[src/rtl/uart_pkg.sv]
// Shared UART definitions: state encoding and parity modes.
// Used by the receiver today and by the transmitter later.
package uart_pkg;

  typedef enum logic [2:0] {
    ST_IDLE   = 3'd0,
    ST_START  = 3'd1,
    ST_DATA   = 3'd2,
    ST_PARITY = 3'd3,
    ST_STOP   = 3'd4
  } rx_state_t;

  localparam int PAR_NONE = 0;
  localparam int PAR_ODD  = 1;
  localparam int PAR_EVEN = 2;

endpackage

[src/rtl/uart_rx_sampler.sv]
// Synchroniser, per-bit timebase and 2-of-3 majority vote around mid-bit.
// bit_strobe marks the cycle in which bit_val holds the voted bit.
module uart_rx_sampler #(
  parameter int CLKS_PER_BIT = 10416
) (
  input  logic clk,
  input  logic nrst,
  input  logic rx,
  input  logic run,
  output logic rxs,
  output logic bit_strobe,
  output logic bit_val
);

  localparam int CW = $clog2(CLKS_PER_BIT);
  localparam logic [CW-1:0] CNT_LAST = CW'(CLKS_PER_BIT - 1);
  localparam logic [CW-1:0] SAMP_A   = CW'(CLKS_PER_BIT / 2 - 1);
  localparam logic [CW-1:0] SAMP_B   = CW'(CLKS_PER_BIT / 2);
  localparam logic [CW-1:0] SAMP_C   = CW'(CLKS_PER_BIT / 2 + 1);

  logic          sync1, sync2;
  logic [CW-1:0] cnt;
  logic          samp_a, samp_b;

  // counter sits at 0 while idle so the start-detect cycle is count 0
  always_ff @(posedge clk or negedge nrst) begin
    if (!nrst) begin
      sync1  <= 1'b1;
      sync2  <= 1'b1;
      cnt    <= '0;
      samp_a <= 1'b1;
      samp_b <= 1'b1;
    end else begin
      sync1 <= rx;
      sync2 <= sync1;
      if (!run || cnt == CNT_LAST) cnt <= '0;
      else                         cnt <= cnt + CW'(1);
      if (cnt == SAMP_A) samp_a <= sync2;
      if (cnt == SAMP_B) samp_b <= sync2;
    end
  end

  assign rxs        = sync2;
  assign bit_strobe = (cnt == SAMP_C);
  assign bit_val    = (samp_a & samp_b) | (samp_a & sync2) | (samp_b & sync2);

endmodule

[src/rtl/uartrx_param.sv]
// Parametrised UART receiver: start/data/parity/stop framing, error flags,
// and a valid/ready output register that drops new frames while full.
module uartrx_param
  import uart_pkg::*;
#(
  parameter int CLKS_PER_BIT = 10416,
  parameter int DATA_BITS    = 8,
  parameter int PARITY       = 0,
  parameter int STOP_BITS    = 1
) (
  input  logic                 clk,
  input  logic                 nrst,
  input  logic                 en,
  input  logic                 rx,
  output logic [DATA_BITS-1:0] dout,
  output logic                 dout_valid,
  input  logic                 dout_ready,
  output logic                 frame_err,
  output logic                 parity_err,
  output logic                 overrun,
  output logic                 busy,
  output logic [2:0]           out_state
);

  localparam logic [3:0] DATA_LAST = 4'(DATA_BITS - 1);
  localparam logic       STOP_LAST = 1'(STOP_BITS - 1);
  localparam logic       PAR_EN    = (PARITY != PAR_NONE);

  rx_state_t state_q, state_d;
  logic rxs, bit_strobe, bit_val;
  logic [DATA_BITS-1:0] shreg;
  logic [3:0] data_cnt;
  logic stop_cnt, par_acc, ferr_pend, perr_pend;
  logic frame_done, can_load;

  uart_rx_sampler #(.CLKS_PER_BIT(CLKS_PER_BIT)) u_sampler (
    .clk        (clk),
    .nrst       (nrst),
    .rx         (rx),
    .run        (state_d != ST_IDLE),
    .rxs        (rxs),
    .bit_strobe (bit_strobe),
    .bit_val    (bit_val)
  );

  always_ff @(posedge clk or negedge nrst) begin
    if (!nrst) state_q <= ST_IDLE;
    else       state_q <= state_d;
  end

  always_comb begin
    state_d    = state_q;
    frame_done = 1'b0;
    if (state_q != ST_IDLE && !en) begin
      state_d = ST_IDLE;
    end else begin
      case (state_q)
        ST_IDLE:   if (en && !rxs) state_d = ST_START;
        ST_START:  if (bit_strobe) state_d = bit_val ? ST_IDLE : ST_DATA;
        ST_DATA:   if (bit_strobe && data_cnt == DATA_LAST)
                     state_d = PAR_EN ? ST_PARITY : ST_STOP;
        ST_PARITY: if (bit_strobe) state_d = ST_STOP;
        ST_STOP:   if (bit_strobe && stop_cnt == STOP_LAST) begin
                     state_d    = ST_IDLE;
                     frame_done = 1'b1;
                   end
        default:   state_d = ST_IDLE;
      endcase
    end
  end

  assign can_load = !dout_valid || dout_ready;

  always_ff @(posedge clk or negedge nrst) begin
    if (!nrst) begin
      shreg      <= '0;
      data_cnt   <= '0;
      stop_cnt   <= 1'b0;
      par_acc    <= 1'b0;
      ferr_pend  <= 1'b0;
      perr_pend  <= 1'b0;
      dout       <= '0;
      dout_valid <= 1'b0;
      frame_err  <= 1'b0;
      parity_err <= 1'b0;
      overrun    <= 1'b0;
    end else begin
      overrun <= frame_done && !can_load;
      // the last stop bit's sample is folded straight into frame_err
      if (frame_done && can_load) begin
        dout       <= shreg;
        frame_err  <= ferr_pend | ~bit_val;
        parity_err <= perr_pend;
        dout_valid <= 1'b1;
      end else if (dout_valid && dout_ready) begin
        dout_valid <= 1'b0;
      end
      case (state_q)
        ST_START: begin
          data_cnt  <= '0;
          stop_cnt  <= 1'b0;
          par_acc   <= 1'b0;
          ferr_pend <= 1'b0;
          perr_pend <= 1'b0;
        end
        ST_DATA: if (bit_strobe) begin
          shreg    <= {bit_val, shreg[DATA_BITS-1:1]};
          par_acc  <= par_acc ^ bit_val;
          data_cnt <= data_cnt + 4'd1;
        end
        ST_PARITY: if (bit_strobe) begin
          perr_pend <= (PARITY == PAR_ODD) ? ~(par_acc ^ bit_val) : (par_acc ^ bit_val);
        end
        ST_STOP: if (bit_strobe) begin
          stop_cnt  <= stop_cnt + 1'b1;
          ferr_pend <= ferr_pend | ~bit_val;
        end
        default: ;
      endcase
    end
  end

  assign busy      = (state_q != ST_IDLE);
  assign out_state = state_q;

endmodule

[config.mk]
export PLATFORM = sky130hd
export DESIGN_NAME = uartrx_param
export DESIGN_NICKNAME = d
export VERILOG_FILES = /design/src/rtl/uart_pkg.sv /design/src/rtl/uart_rx_sampler.sv /design/src/rtl/uartrx_param.sv
export SDC_FILE = /design/constraint.sdc
export NUM_CORES = 1
export LEC_CHECK = 0
export CAP_MARGIN = 20
export CORE_MARGIN = 1.5
export CORE_UTILIZATION = 38
export CTS_BUF_LIST = sky130_fd_sc_hd__clkbuf_16
export DETAILED_ROUTE_END_ITERATION = 6
export MAX_ROUTING_LAYER = met4
export PLACE_DENSITY = 0.6
export SYNTH_ARGS = -nofsm -noshare
export SYNTH_HDL_FRONTEND = slang
export SYNTH_SLANG_ARGS = --single-unit
[constraint.sdc]
create_clock -name clk -period 4 [get_ports clk]
set_clock_uncertainty 0.05 [all_clocks]
set_input_delay 0.8 -clock clk [delete_from_list [all_inputs] [get_ports clk]]
set_output_delay 0.8 -clock clk [all_outputs]
set_load 0.05 [all_outputs]
Word-level counts from Yosys, hierarchy flattened:

Index checks and enable logic that the tools add are counted.

* add/subtract/negate cells: 3
* multiply operators: 0
* div/mod/pow operators: 0
* $lt $le $gt $ge: 0
* equality and inequality tests: 12
* shifts and indexed selects: 0
* multiplexer cells: 23
* bitwise logic cells: 9
* reduce and logical (&&, ||, !) cells: 25

Operators with widths (count)
* == test 14 x 13 -> 1 bit (second input constant): 3
* 2-to-1 mux 3 bit: 6
* one-hot mux 3 bit (5 select lines): 1
* adder 14 x 1 -> 14 bit (second input constant): 1
* == test 14 bit (second input constant): 1
* 2-to-1 mux 14 bit: 1
* 2-to-1 mux 1 bit: 8
* one-hot mux 1 bit (2 select lines): 4
* one-hot mux 4 bit (2 select lines): 1
* AND reduction 2 bit: 4
* nonzero test 2 bit: 4
* logical AND 1 bit: 7
* == test 3 x 2 -> 1 bit (second input constant): 2
* != test 2 bit (second input constant): 3
* nonzero test 3 bit: 2
* zero test 1 bit: 5
* adder 4 x 1 -> 4 bit (second input constant): 1
* == test 4 x 3 -> 1 bit (second input constant): 1
* 2-to-1 mux 4 bit: 1
* AND 1 bit: 3
* == test 3 x 1 -> 1 bit (second input constant): 1
* == test 3 bit (second input constant): 1
* zero test 3 bit: 1
* OR 1 bit: 3
* other kinds (5): 7

* register bits: 49
* latch bits: 0
* RAM bits: 0
* memory bits (read-only): 0
* input port bits: 5
* output and inout bits: 16
* logic and storage cells: 89
* memories: 0

Depth between registers and ports, before layout:

Gate-level depths: netlist of run 1.

* depth after elaboration: 11
* gate-level depth with buffers: 9
* gate-level depth less buffers: 7

By module:

A second synthesis of run 1 with hierarchy kept.

* cells, all modules: 208
* area, all modules: 2397.3 µm²

Modules (own cells, without submodules)
* uartrx_param: instances 1, cells an instance 120, area an instance 1445.1 µm², seq. area each 775.7 µm²
* uart_rx_sampler: instances 1, cells an instance 88, area an instance 952.2 µm², seq. area each 455.4 µm²

Worst setup path after synthesis of run 1:

Ideal clock, no wire load.

* path type: reg2reg
* from: reg state_q[2] (netlist: out_state[2])
* to: reg u_sampler.cnt[11]
* setup time: 80 ps
* arrival: 2140 ps
* required time: 3870 ps
* path slack: 1730 ps
* cell stages (with the launch flop): 7
* path buffers: 2
* period minus slack after synthesis: 2270 ps
* cell sequence: dfrtp_1 > clkbuf_1 > or3_1 > o32ai_2 > a211oi_4 > buf_6 > nor3_2

* word-level cells in the longest chain between the ends: 7
* elaborated cells on any way between the ends: 18
* classes of those cells: eq/ne: 4; mux: 8; reduce/logical: 6

RTL lines
* start: declaration: RTL line uartrx_param.sv:29 `rx_state_t state_q, state_d;`
* start signal: assignment: RTL line uartrx_param.sv:48 `else state_q <= state_d;`
* nonzero test 3 bit
* named net busy: RTL line uartrx_param.sv:21 `output logic busy,`
* logical AND 1 bit: RTL line uartrx_param.sv:54 `if (state_q != ST_IDLE && !en) begin`
* 2-to-1 mux 3 bit: RTL line uartrx_param.sv:54
* named net state_d[0]: RTL line uartrx_param.sv:29
* nonzero test 3 bit: RTL line uartrx_param.sv:40 `.run (state_d != ST_IDLE),`
* zero test 1 bit: RTL line uart_rx_sampler.sv:36 `if (!run || cnt == CNT_LAST) cnt <= '0;`
* logical OR 1 bit: RTL line uart_rx_sampler.sv:36
* 2-to-1 mux 14 bit: RTL line uart_rx_sampler.sv:36
* end signal: assignment: RTL line uart_rx_sampler.sv:37 `else cnt <= cnt + CW'(1);`
* end: declaration: RTL line uart_rx_sampler.sv:22 `logic [CW-1:0] cnt;`

The timed path passes the listed nets, and every way through them passes these cells.
A chain may end at the register's enable or synchronous reset.

Final worst setup path of run 1:

* from: reg state_q[0] (netlist: out_state[0])
* to: out busy

* word-level cells in the longest chain between the ends: 1

RTL lines
* nonzero test 3 bit: RTL line uartrx_param.sv:123 `assign busy = (state_q != ST_IDLE);`
* end: declaration: RTL line uartrx_param.sv:21

Every way passes these cells.

==> results of run 1 <==
==> worst max-delay path by stage <==
stage            startpoint           endpoint  slack, ns  cells after the start
2_1_floorplan  out_state[2]  u_sampler.cnt[11]       1.73                      6
3_3_place_gp             en   u_sampler.cnt[3]       1.27                      5
3_5_place_dp             en   u_sampler.cnt[4]       1.20                      5
4_1_cts        out_state[0]               busy       1.16                      2
5_1_grt        out_state[0]               busy       1.09                      2
6_report       out_state[0]               busy       1.17                      2
==> where the power goes <==
group / internal [mW] / switching [mW]
clock: 0.241 / 0.197
sequential: 0.501 / 0.00788
combinational: 0.0203 / 0.0372
==> worst max-delay path, cell delays in order (launching register included) <==
cell and delay [ns]:
sky130_fd_sc_hd__dfrtp_1 0.52, sky130_fd_sc_hd__or3_1 0.46, sky130_fd_sc_hd__clkdlybuf4s50_1 0.72
==> routing by layer <==
| layer | global-route usage (%) | vias up |
|---|---|---|
| met2 | 21.95 | 28 |
| met4 | 4.576 | 0 |
| li1 | - | 770 |
| met5 | - | - |
| met1 | 17.77 | 765 |
| met3 | 2.967 | 7 |
==> cell type report <==
cell class	instances	area [µm²]	area share [%]
timing repair buffer	23	230.2	8.185
inverter	7	26.28	0.9342
clock inverter	3	28.78	1.023
tap	75	93.84	3.336
clock buffer	5	125.1	4.448
multi-input combinational	143	1077	38.30
sequential	49	1231	43.77
==> stage by stage <==
stage	util [%]	worst slack, ns
final	46.95	1.169
after global routing	46.95	1.095
after CTS	46.62	1.162
after detailed placement	44.05	1.196
after floorplan	-	1.730
after global placement	44.05	1.266
==> state kept, by name (all words and copies together) (netlist names) <==
register and count:
perr_pend 1, data_cnt 4, u_sampler.samp_a 1, u_sampler.rxs 1, dout_valid 1, dout 8
u_sampler.sync1 1, stop_cnt 1, parity_err 1, shreg 8, par_acc 1, out_state 3
overrun 1, u_sampler.cnt 14, u_sampler.samp_b 1, frame_err 1, ferr_pend 1
==> cell families after synthesis <==
| group | after synthesis | synth area share, % |
|---|---|---|
| compound gates | 19 | 6.555 |
| xor+xnor | 15 | 5.506 |
| fa+ha+maj | 6 | 2.937 |
| buf+inv | 15 | 3.251 |
| flops | 49 | 51.60 |
| mux | 21 | 9.858 |
| simple gates | 82 | 20.29 |
==> synthesized netlist by cell type (3+ instances only) <==
cell,count
sky130_fd_sc_hd__nor3_2,3
sky130_fd_sc_hd__ha_1,4
sky130_fd_sc_hd__o21ai_0,5
sky130_fd_sc_hd__mux2_2,4
sky130_fd_sc_hd__mux2_1,16
sky130_fd_sc_hd__xnor2_1,6
sky130_fd_sc_hd__nand4_1,3
sky130_fd_sc_hd__nand2b_1,5
sky130_fd_sc_hd__nor2_1,17
sky130_fd_sc_hd__nor3_1,6
sky130_fd_sc_hd__a21oi_1,3
sky130_fd_sc_hd__clkbuf_1,3
sky130_fd_sc_hd__inv_1,7
sky130_fd_sc_hd__nor4_1,4
sky130_fd_sc_hd__nand2_1,13
sky130_fd_sc_hd__nand3b_1,5
sky130_fd_sc_hd__dfrtp_1,45
sky130_fd_sc_hd__dfstp_2,4
sky130_fd_sc_hd__nand3_1,10
sky130_fd_sc_hd__xor2_1,9
sky130_fd_sc_hd__and3_1,3
==> cells in the final DEF, fill, tap and decap left out, types with 2 or more instances in the layout <==
cell type / n
sky130_fd_sc_hd__and3_1: 3
sky130_fd_sc_hd__nand4_1: 3
sky130_fd_sc_hd__xnor2_1: 6
sky130_fd_sc_hd__dfstp_2: 4
sky130_fd_sc_hd__inv_1: 7
sky130_fd_sc_hd__nand4bb_2: 2
sky130_fd_sc_hd__clkbuf_16: 5
sky130_fd_sc_hd__and2_1: 2
sky130_fd_sc_hd__nand3b_1: 5
sky130_fd_sc_hd__ha_1: 4
sky130_fd_sc_hd__nor3_1: 6
sky130_fd_sc_hd__nand3_1: 10
sky130_fd_sc_hd__nand2b_1: 5
sky130_fd_sc_hd__nor4_1: 4
sky130_fd_sc_hd__mux2_1: 16
sky130_fd_sc_hd__o21ai_0: 5
sky130_fd_sc_hd__maj3_1: 2
sky130_fd_sc_hd__nor3_2: 3
sky130_fd_sc_hd__buf_4: 2
sky130_fd_sc_hd__nor2_1: 17
sky130_fd_sc_hd__inv_6: 2
sky130_fd_sc_hd__mux2_2: 4
sky130_fd_sc_hd__xor2_1: 9
sky130_fd_sc_hd__dfrtp_1: 45
sky130_fd_sc_hd__nand2_1: 13
sky130_fd_sc_hd__clkdlybuf4s50_1: 19
sky130_fd_sc_hd__a21oi_1: 3
==> parameters.txt, run 1 <==
Parameter                              Value

Pwr
  Pwr Density ... 356.9 nW/µm²
  Maximum resistive drop on vdd ... 0.0001844 V
  Total power after layout ... 1.004 mW
  Lkg Pwr ... 1.240 nW

Yosys
  Async S/R FF share, synth ... 100.0%
  Top post-synthesis cells by area ... sky130_fd_sc_hd__dfrtp_1 (47%), sky130_fd_sc_hd__mux2_1 (7.6%), sky130_fd_sc_hd__dfstp_2 (4.4%), sky130_fd_sc_hd__xor2_1 (3.3%), sky130_fd_sc_hd__nor2_1 (2.7%)
  Number of nets in the synthesized netlist ... 216
  Most instantiated flip-flop cell in the synthesis netlist ... sky130_fd_sc_hd__dfrtp_1
  Post-synthesis cell type with the largest combined area ... sky130_fd_sc_hd__dfrtp_1
  EDFF count, synth ... 0
  Average cell area after synthesis ... 11.53 µm²
  Cell variety after synth ... 48
  Yosys reg bits ... 49
  Yosys warns ... 0
  Cell area after synthesis ... 2386 µm²
  Sequential element share of the synthesized area ... 51.60%
  Portion of synthesized cell area occupied by the leading cell type ... 47.19%
  Gate count after technology mapping ... 207

STA
  Final worst path period share ... 70.77%
  Worst slack on hold paths ... 0.3082 ns
  Relative slew slack ... 52.96%
  Final sum of negative setup slack ... 0 ns
  Peak clock frequency supported by timing ... 353.3 MHz
  Total count of hold-check failures in the final report ... 0
  Setup repair after global routing missed its margin ... false
  Final Critical Period ... 2.831 ns
  Number of setup violations in the final report ... 0
  Worst slew pin tran ... 0.7033 ns
  Slew Viols, Final ... 0

Clock tree
  PostCTS Resize Cnt ... 0
  Number of buffers inserted by post-CTS setup repair ... 0
  Total CTS buffers ... 5
  Hold_buf cts ... 0
  # clock sinks ... 49
  Cell chosen for the clock root ... sky130_fd_sc_hd__clkbuf_16
  Total number of H-tree levels ... 2
  Clock tree from TritonCTS ... built
  Clock Latency Late Sink ... 0.29 ns
  Maximum buffer depth of the clock tree ... 2
  Clk pin slew, worst setup/hold paths ... 0.07 ns

Drt
  Router iterations before antenna repair ... 4
  Number of nets still failing antenna checks after routing ... 0
  Met1 wire length ... 2008 µm
  Total length of routed met2 wires ... 1878 µm
  Number of DRC markers after the initial detailed-route iteration ... 78
  Wirelength, routed ... 4079 µm
  Met3 WL ... 131 µm
  Routed vias ... 1,570
  Uppermost layer routed ... met4
  WL per Instance ... 13.37 µm
  Drt via density ... 5.148
  Residual DRC count ... 0

Critical path
  Capture point of the worst reg-to-reg path ... u_sampler.cnt[13]
  Kind of launch point of the worst setup path ... flop
  Setup slack of the worst register-to-register path ... 1.51 ns
  Required time of the critical path ... 3.15 ns
  Startpoint-to-endpoint class of the critical path ... reg -> out
  Start of the worst register-to-register path ... u_sampler.cnt[11]
  CP endpoint kind ... output pin
  Worst Reg2Reg Path Length in Cells ... 6
  Data arrival time of the critical path ... 1.98 ns
  Highest net fanout along the worst path ... 14

GRT
  Number of antenna violations at the first check in global routing ... 0
  Maximum number of pins on one net before global-route repair ... 50
  Global-route wire length before repair ... 6955 µm
  Overflow after GRT ... 0
  Via count of the first global-routing pass ... 1,492
  Combined global-route utilization of all metal layers ... 13.92%

Cells and area
  Area of all placed cells without fillers ... 2813 µm²
  Fraction of final layout cells with drive strength greater than 1 ... 13.48%
  Filler cells ... 543
  Final Net Count ... 238
  Final standard cell count with taps included and fillers excluded ... 305
  Number of antenna diodes ... 0
  Synthesis-to-finish area growth ... 17.88%

Die
  Die height ... 82.24 µm
  Ports ... 21
  Area enclosed by the die boundary ... 6763 µm²
  Total core area ... 5991 µm²
  Number of placement rows ... 28
  Initial Utilization ... 39.83%
  Die X-Extent ... 82.24 µm

Placed design
  Placed cell area ... 2639 µm²
  Final Wtd Congestion ... 0.7562
  DPL Wire Length ... 2687 µm
  Cells after DPL ... 296
  Buffers added on ports ... 20

Hold path
  Worst Hold Depth ... 0
  Worst hold path class ... reg -> reg
  Capture endpoint of the worst hold path ... u_sampler.rxs
  Worst Hold Launch ... u_sampler.sync1

Outcome
  Outcome ... finished clean

Run
  Max_cap viols ... 0
(Power assumes the default switching activity.)
==> run 2: changes to the inputs <==
--- a/config.mk
+++ b/config.mk
@@ -11,7 +11,7 @@
 export CTS_BUF_LIST = sky130_fd_sc_hd__clkbuf_16
 export DETAILED_ROUTE_END_ITERATION = 6
 export MAX_ROUTING_LAYER = met4
-export PLACE_DENSITY = 0.6
+export PLACE_DENSITY = 0.63
 export SYNTH_ARGS = -nofsm -noshare
 export SYNTH_HDL_FRONTEND = slang
 export SYNTH_SLANG_ARGS = --single-unit
==> constraint.sdc (replaced) <==
create_clock -name clk -period 2.5 [get_ports clk]
set_clock_uncertainty 0.05 [all_clocks]
set_input_delay 0.5 -clock clk [delete_from_list [all_inputs] [get_ports clk]]
set_output_delay 0.5 -clock clk [all_outputs]
set_load 0.05 [all_outputs]
==> run 2 against run 1 <==
Utilization is 1.1 points higher. Wire length is 3.3% higher. Worst hold slack worse by 0.14 ns. Critical path depth stayed put. Sequential power is 59% higher. First-iteration DRC count is 23% lower. Sequential share of layout area is 1.0 points lower. Final cell count is 2.3% higher. Clock-buffer cell count stayed put. Register-to-register slack worse by 1.3 ns. Critical endpoint unchanged.
==> parameters.txt, run 2 (synthesis results as in run 1) <==
Parameter                              Value

Critical path
  CP endpoint kind ... output pin
  Worst Reg2Reg Path Length in Cells ... 5
  Setup slack of the worst register-to-register path ... 0.21 ns
  Start of the worst register-to-register path ... u_sampler.cnt[11]
  Critical Path Source ... out_state[0]
  Critical path destination ... busy
  Capture point of the worst reg-to-reg path ... par_acc
  Data arrival time of the critical path ... 1.77 ns
  Required time of the critical path ... 1.95 ns
  Highest net fanout along the worst path ... 2
  Kind of launch point of the worst setup path ... flop
  Startpoint-to-endpoint class of the critical path ... reg -> out

Cells and area
  Filler cells ... 529
  Largest register by flop count ... u_sampler.cnt
  Number of antenna diodes ... 0
  Synthesis-to-finish area growth ... 20.66%
  Highest-count cells in the layout ignoring fill and taps ... sky130_fd_sc_hd__dfrtp_1 (45), sky130_fd_sc_hd__clkdlybuf4s50_1 (19), sky130_fd_sc_hd__nor2_1 (17)
  Final Net Count ... 245
  Number of flip-flops under the largest register name ... 14
  Area of all placed cells without fillers ... 2879 µm²
  Most common cell after layout, fill and taps aside ... sky130_fd_sc_hd__dfrtp_1
  Top flop regs ... u_sampler.cnt x14, dout x8, shreg x8
  Final core occ ... 48.06%
  Fraction of final layout cells with drive strength greater than 1 ... 15.61%

Drt
  Wirelength, routed ... 4213 µm
  WL per Instance ... 13.50 µm
  Router iterations before antenna repair ... 4
  Drt via density ... 5.147
  Routed vias ... 1,606
  Number of nets still failing antenna checks after routing ... 0
  Residual DRC count ... 0
  Number of DRC markers after the initial detailed-route iteration ... 60

GRT
  Combined global-route utilization of all metal layers ... 14.57%
  Overflow after GRT ... 0
  Maximum number of pins on one net before global-route repair ... 26
  Number of antenna violations at the first check in global routing ... 0
  Via count of the first global-routing pass ... 1,597
  Global-route wire length before repair ... 7307 µm

Clock tree
  # clock sinks ... 49
  Cell chosen for the clock root ... sky130_fd_sc_hd__clkbuf_16
  Total CTS buffers ... 5
  Hold_buf cts ... 0
  Number of buffers inserted by post-CTS setup repair ... 0
  Maximum buffer depth of the clock tree ... 2
  Total number of H-tree levels ... 2
  Clock Latency Late Sink ... 0.28 ns
  Clk pin slew, worst setup/hold paths ... 0.07 ns
  PostCTS Resize Cnt ... 0
  Clock tree from TritonCTS ... built

Hold path
  Worst hold path class ... in -> async

STA
  Worst slew pin tran ... 0.6008 ns
  Final sum of negative setup slack ... 0 ns
  Relative slew slack ... 59.95%
  Final worst path period share ... 92.86%
  Worst slack on hold paths ... 0.1689 ns
  Total count of hold-check failures in the final report ... 0
  Setup repair after global routing missed its margin ... false
  Number of setup violations in the final report ... 0
  Slew Viols, Final ... 0
  Final Critical Period ... 2.322 ns
  Peak clock frequency supported by timing ... 430.8 MHz

Run
  Max_cap viols ... 0

Placed design
  Buffers added on ports ... 20
  DPL Wire Length ... 3047 µm
  Final Wtd Congestion ... 0.8181
  Placed cell area ... 2711 µm²

Pwr
  Total power after layout ... 1.656 mW
  Sw Share ... 21.02%
  Logic pwr share ... 6.3%
  Fraction of power consumed by sequential logic ... 48.8%
  Lkg Pwr ... 1.286 nW
  Pwr Density ... 575.3 nW/µm²
  Maximum resistive drop on vdd ... 0.0003969 V
  Net switching component of the power ... 0.3481 mW
  Internal power consumption ... 1.308 mW
  Part of the total power dissipated in the clock network ... 44.9%

Die
  Area enclosed by the die boundary ... 6763 µm²
  Die X-Extent ... 82.24 µm
  Number of placement rows ... 28
  Total core area ... 5991 µm²
  Initial Utilization ... 39.83%
  Die height ... 82.24 µm
  Ports ... 21

Outcome
  Outcome ... finished clean
run 2: cell types whose count changed in the layout (fill, tap and decap cells not counted):
cell	previous run	this run
sky130_fd_sc_hd__clkinv_4	0	1
sky130_fd_sc_hd__buf_4	2	9
sky130_fd_sc_hd__inv_1	7	8
sky130_fd_sc_hd__bufinv_16	0	1
sky130_fd_sc_hd__inv_8	1	0
sky130_fd_sc_hd__inv_6	2	0
run 2: power by group through the flow:
stage	Clock [mW]	Combinational, mW	Sequential (mW)
after floorplan	0	0.0533	0.829
after global placement	0	0.106	0.822
after detailed placement	0	0.106	0.823
after CTS	0.767	0.106	0.808
after global routing	0.801	0.117	0.809
final	0.744	0.105	0.808
run 2: cell type report:
type	instances	area, µm²	share of cell area [%]
Sequential cell	49	1231	42.76
Multi-Input combinational cell	143	1077	37.42
Timing Repair Buffer	30	282.8	9.822
Clock buffer	5	125.1	4.346
Tap cell	75	93.84	3.259
Clock inverter	3	42.54	1.478
Inverter	7	26.28	0.9126
run 2: worst min-delay path by stage:
stage,start,to,slack [ns],cells past startpoint
6_report,nrst,dout[4],0.17,1
5_1_grt,nrst,dout[4],0.20,1
4_1_cts,nrst,dout[4],0.18,1
3_5_place_dp,u_sampler.sync1,u_sampler.rxs,0.30,0
3_3_place_gp,u_sampler.sync1,u_sampler.rxs,0.30,0
2_1_floorplan,nrst,data_cnt[0],0.15,0
run 2: per-layer routing:
| layer | part of all wire (%) | vias up | global-route usage (%) |
|---|---|---|---|
| met4 | 0.95 | 0 | 4.068 |
| met3 | 3.8 | 6 | 3.846 |
| met5 | 0 | - | - |
| li1 | - | 786 | - |
| met2 | 48 | 29 | 23.74 |
| met1 | 47 | 785 | 17.82 |
run 2: metrics by stage:
stage / cells / worst slack (ns)
final: 312 / 0.1785
after global routing: 312 / 0.01255
after CTS: 312 / 0.1621
after detailed placement: 304 / 0.1961
after global placement: 304 / 0.2091
after floorplan: 207 / 0.2297
run 2: critical path, cell delays in order (launching register included):
cell                              delay, ns
sky130_fd_sc_hd__dfrtp_1               0.37
sky130_fd_sc_hd__or3_1                 0.41
sky130_fd_sc_hd__clkdlybuf4s50_1       0.72
